$ cat src/rtl/db_req_arbiter.sv
// Two-port round-robin front end for an in-order lookup DB: issues one lookup per
// clock while credit remains and routes each in-order result back to its requester.
module db_req_arbiter #(
  parameter int KEY_SIZE        = 96,
  parameter int FLAG_SIZE       = 4,
  parameter int MAX_OUTSTANDING = 8
) (
  input  logic                               clk,
  input  logic                               rst_n,
  input  logic [KEY_SIZE-1:0]                req0_key,
  input  logic [FLAG_SIZE-1:0]               req0_flag,
  input  logic                               req0_valid,
  output logic                               req0_ready,
  input  logic [KEY_SIZE-1:0]                req1_key,
  input  logic [FLAG_SIZE-1:0]               req1_flag,
  input  logic                               req1_valid,
  output logic                               req1_ready,
  output logic                               resp0_valid,
  output logic                               resp1_valid,
  output logic [FLAG_SIZE-1:0]               resp_flag,
  output logic [KEY_SIZE-1:0]                db_key,
  output logic [FLAG_SIZE-1:0]               db_flag,
  output logic                               db_valid,
  input  logic                               db_out_valid,
  input  logic [FLAG_SIZE-1:0]               db_out_flag,
  output logic [$clog2(MAX_OUTSTANDING):0]   outstanding,
  output logic                               err_underflow
);

  localparam int PW = $clog2(MAX_OUTSTANDING);
  localparam int CW = PW + 1;
  localparam logic [CW-1:0] FULL = CW'(MAX_OUTSTANDING);

  logic                  prio_q, prio_d;
  logic                  run_q;
  logic [CW-1:0]         cnt_q, cnt_d;
  logic                  err_q, err_d;
  logic [PW-1:0]         wrPtr_q, rdPtr_q;
  logic [MAX_OUTSTANDING-1:0] idMem_q;
  logic                  resp0_q, resp1_q;
  logic [FLAG_SIZE-1:0]  respFlag_q;
  logic [KEY_SIZE-1:0]   dbKey_q;
  logic [FLAG_SIZE-1:0]  dbFlag_q;
  logic                  dbValid_q;

  logic gnt0, gnt1, hasCredit, hs0, hs1, hs, pop, headId;

  // run_q keeps ready low until the first edge after reset release.
  always_comb begin
    gnt1      = req1_valid & (~req0_valid | prio_q);
    gnt0      = req0_valid & ~gnt1;
    hasCredit = run_q & (cnt_q != FULL);
    hs0       = gnt0 & hasCredit;
    hs1       = gnt1 & hasCredit;
    hs        = hs0 | hs1;
    pop       = db_out_valid & (cnt_q != '0);
    headId    = idMem_q[rdPtr_q];

    prio_d = hs ? ~hs1 : prio_q;
    err_d  = err_q | (db_out_valid & (cnt_q == '0));
    cnt_d  = cnt_q;
    if (hs && !pop)      cnt_d = cnt_q + CW'(1);
    else if (pop && !hs) cnt_d = cnt_q - CW'(1);
  end

  always_ff @(posedge clk or negedge rst_n) begin
    if (!rst_n) begin
      prio_q     <= 1'b0;
      run_q      <= 1'b0;
      cnt_q      <= '0;
      err_q      <= 1'b0;
      wrPtr_q    <= '0;
      rdPtr_q    <= '0;
      idMem_q    <= '0;
      resp0_q    <= 1'b0;
      resp1_q    <= 1'b0;
      respFlag_q <= '0;
      dbKey_q    <= '0;
      dbFlag_q   <= '0;
      dbValid_q  <= 1'b0;
    end else begin
      run_q     <= 1'b1;
      prio_q    <= prio_d;
      cnt_q     <= cnt_d;
      err_q     <= err_d;
      dbValid_q <= hs;
      if (hs) begin
        idMem_q[wrPtr_q] <= hs1;
        wrPtr_q          <= wrPtr_q + PW'(1);
        dbKey_q          <= hs1 ? req1_key : req0_key;
        dbFlag_q         <= hs1 ? req1_flag : req0_flag;
      end
      resp0_q <= pop & ~headId;
      resp1_q <= pop & headId;
      if (pop) begin
        rdPtr_q    <= rdPtr_q + PW'(1);
        respFlag_q <= db_out_flag;
      end
    end
  end

  assign req0_ready    = hs0;
  assign req1_ready    = hs1;
  assign resp0_valid   = resp0_q;
  assign resp1_valid   = resp1_q;
  assign resp_flag     = respFlag_q;
  assign db_key        = dbKey_q;
  assign db_flag       = dbFlag_q;
  assign db_valid      = dbValid_q;
  assign outstanding   = cnt_q;
  assign err_underflow = err_q;

endmodule
$ cat config.mk
export PLATFORM = sky130hd
export DESIGN_NAME = db_req_arbiter
export DESIGN_NICKNAME = d
export VERILOG_FILES = /design/src/rtl/db_req_arbiter.sv
export SDC_FILE = /design/constraint.sdc
export NUM_CORES = 1
export LEC_CHECK = 0
export BUFFER_PORTS_ARGS = -buffer_cell sky130_fd_sc_hd__buf_2
export CAP_MARGIN = 20
export CORE_MARGIN = 10
export CORE_UTILIZATION = 40
export CTS_CLUSTER_SIZE = 8
export DETAILED_ROUTE_END_ITERATION = 7
export GPL_TIMING_DRIVEN = 0
export PLACE_DENSITY = 0.72
export SLEW_MARGIN = 40
export SYNTH_ARGS = -nofsm -noshare
export SYNTH_HDL_FRONTEND = slang
export SYNTH_SLANG_ARGS = --single-unit
$ cat constraint.sdc
create_clock -name clk -period 3.5 [get_ports clk]
set_clock_uncertainty 0.15 [all_clocks]
set_input_delay 0.35 -clock clk [delete_from_list [all_inputs] [get_ports clk]]
set_output_delay 0.35 -clock clk [all_outputs]
set_load 0.01 [all_outputs]
==> results.toml <==
[run_status]
outcome = "finished, final reports clean"

[clock_tree]
clk_pin_slew_ps = 60
root_buffer = "clkbuf_16"
postCtsSetupRepairBufs = 0
cts.sinks = 128
worstSkewPairLatency_ps = 420
cts_made_buffers = 17
cts_tree = "built"
clock_path_buffers = 2
htree_levels = 4

[floorplanning]
die_x_um = 143.5
start_util_pct = 40.42
top_level_ports = 323
dieArea_mm2 = 0.02059
die_y_um = 143.5
rows = 45
fp.coreArea_mm2 = 0.01509

[power]
switching_power_uw = 2311
switching_share_pct = 35.20
clkPwrFrac_pct = 26.7
ir_worst_vdd_mv = 0.3712
total_power_uw = 6565
power_density_mw_per_mm2 = 761.3
power.share.sequential_pct = 35.9
intPower_uw = 4254
p_leak_uw = 0.003787
power.share.combinational_pct = 37.4

[cells_and_area]
multiInputGateArea_mm2 = 0.002586
area_growth_pct = 41.37
n_fill_cell = 1314
nets = 1034
drive_above_1_share_pct = 48.98
ff_latch_area_mm2 = 0.003203

[yosys]
yosysTopAreaCell = "dfrtp_1"
netlist_top_cells_count = "128 x dfrtp_1, 100 x o32ai_1, 79 x a2bb2oi_1"
ys_warn_count = 0
async_flop_share_pct = 100.0
synthFlopType = "dfrtp_1"
synth_area_mm2 = 0.006100
synth_top_area_share_pct = 52.51
synth_nets = 689
seq_area_frac_synth_pct = 52.51
synth-edff-count = 0
yosys-top-cells-area = "dfrtp_1 53%, o32ai_1 14%, a2bb2oi_1 11%, a2bb2oi_2 5.2%, clkbuf_1 2.6%"
synth.avg_cell_area_um2 = 12.87
syn_inst = 474
synth.distinct_cells = 41
ys_ff_latch = 128
yosysMostFrequentCell = "dfrtp_1"

[setup_path]
crit_path_cell_trace = "buf_2 > o41ai_4 > ha_1 > inv_1 > ha_1 > or4_1 > o211ai_1 > o211ai_1"
cp-startpoint = "outstanding[0]"
r2r_setup_slack_ps = 280
r2r-end = "outstanding[3]"
critical_path_required_ps = 3640
critPathMaxFanout = 10
crit_path_end = "outstanding[3]"
slowest_stage = "o41ai_4"
start_kind = "flip-flop"
r2r-start = "outstanding[0]"
critPathMaxStageDelay_ps = 670
worst_setup_path_end_kind = "flip-flop"
crit_type = "flip-flop to flip-flop"
crit_arrival_ps = 3360
reg2reg_depth = 8

[timing]
whs_ps = 13.32
relSlewSlack_pct = 43.36
grt_setup_unrepaired = "false"
worst_pin_slew_ps = 849.5
max_freq_ghz = 0.3103
fin_setup_tns_ps = 0
setup_viol = 0
period_minus_slack_ps = 3222
min_period_over_period_pct = 92.07
finalHoldViolCount = 0
final_max_slew_viol_count = 0

[run]
cap_violations = 0

[global_routing]
overflow = 0
antenna_found_initial = 2
grt_max_degree = 48
track_usage_pct = 20.96
grt_pass1_vias = 5927
grt_pass1_wl_um = 33620

[drt]
drc_errors = 0
wl_per_cell_um = 22.19
avgViaCountPerCell = 5.719
drt_iter0_markers = 350
vias = 5851
detail-route-antenna-nets = 0
routed_wirelength_um = 22700
first_pass_iters = 5

[placement]
gp_congestion = 0.8706
dp_hpwl_um = 17460
port_buffers = 322

[worst_hold_path]
worstHoldPathType = "input pin to flip-flop"
hold_path_depth = 2
==> how the worst min path moves through the flow <==
stage	startpoint	slack [ps]	to
final	db_out_flag[3]	10	resp_flag[3]
after global routing	db_out_flag[3]	3	resp_flag[3]
after CTS	db_out_flag[0]	0.7	resp_flag[0]
after detailed placement	rst_n	100	db_key[60]
after global placement	err_underflow	280	err_underflow
after floorplan	rst_n	-100	db_flag[0]
==> timing repair <==
| item | CTS | global route |
|---|---|---|
| hold endpoints to repair | 44 | 0 |
| hold buffers | 2 | 0 |
| endpoints found under the setup margin | 0 | 1 |
| resized for setup | 0 | 2 |
==> critical path, delay by kind of cell (launching register included) <==
kind	cells	cell delay [ps]
buffers and inverters	2	340
AO/OA/AOI/OAI	3	880
AND/OR/NAND/NOR	1	520
flip-flops	1	410
adder cells (fa/ha/maj)	2	780
==> per-stage QoR <==
stage | utilization, % | instance area, um^2 | worst slack [ps] | std cells
after CTS | 57.07 | 8612 | 94.96 | 1019
final | 57.15 | 8623 | 277.7 | 1023
after global placement | 52.66 | 7946 | 193.8 | 984
after floorplan | - | 6100 | 594.1 | 474
after global routing | 57.10 | 8616 | 15.06 | 1020
after detailed placement | 53.04 | 8004 | 175.3 | 986
==> sequential cells by signal (all words and copies together), names as in the netlist <==
signal and flops:
resp_flag 4, err_underflow 1, db_valid 1, resp0_valid 1, db_key 96, run_q 1
wrPtr_q 3, rdPtr_q 3, idMem_q 8, prio_q 1, resp1_valid 1, db_flag 4
outstanding 4
==> cell families (layout without fill, tap and decap cells) <==
group                      after synthesis  count (layout)  synth area share, %
AOI/OAI and AO/OA                      228             228                34.46
DFF                                    128             128                52.51
buffers and inverters                   61             418                5.087
and+or+nand+nor                         33              33                3.303
muxes                                   11              11                2.359
adders and majority gates                6               6                1.354
xor gates and xnor gates                 6               6               0.8617
other                                    1               5              0.06148
==> power by group through the flow <==
stage,Sequential (uW),Clock [uW],Combinational (uW)
after global placement,2350,0,2420
after CTS,2350,1780,2480
final,2360,1750,2450
after floorplan,2520,0,1280
after global routing,2430,1860,2670
after detailed placement,2360,0,2470
==> layer usage <==
layer,up-vias,part of all wire [%],global-route usage (%)
met5,-,0,0
met4,0,2.2,7.899
met2,298,49,33.16
met1,2820,40,26.11
li1,2690,-,-
met3,43,9.1,6.799
==> cells in the final DEF (no fill, tap or decap), types with 3 or more instances in the layout <==
master	count
nand2b_1	5
o31ai_1	8
o41ai_1	4
ha_1	5
mux2_2	7
clkbuf_16	17
o32ai_1	100
a2bb2oi_2	21
o21ai_0	6
nand3b_1	3
nand3_1	3
diode_2	4
nand2_1	5
buf_2	326
nor2_1	5
a2bb2oi_1	79
dfrtp_1	128
clkinvlp_4	4
buf_6	10
clkbuf_1	42
or3_1	3
xnor2_1	3
xor2_1	3
==> area by class of cell <==
class                      count  share of cell area [%]
antenna                        4                  0.1161
inverter                       3                  0.1306
timing repair buffer         326                   19.59
sequential                   128                   37.14
buffer                        58                   3.482
tap                          188                   2.728
multi-input combinational    285                   29.99
clock buffer                  19                   5.252
clock inverter                12                   1.567
No activity file was read; power rests on OpenSTA's default activity.
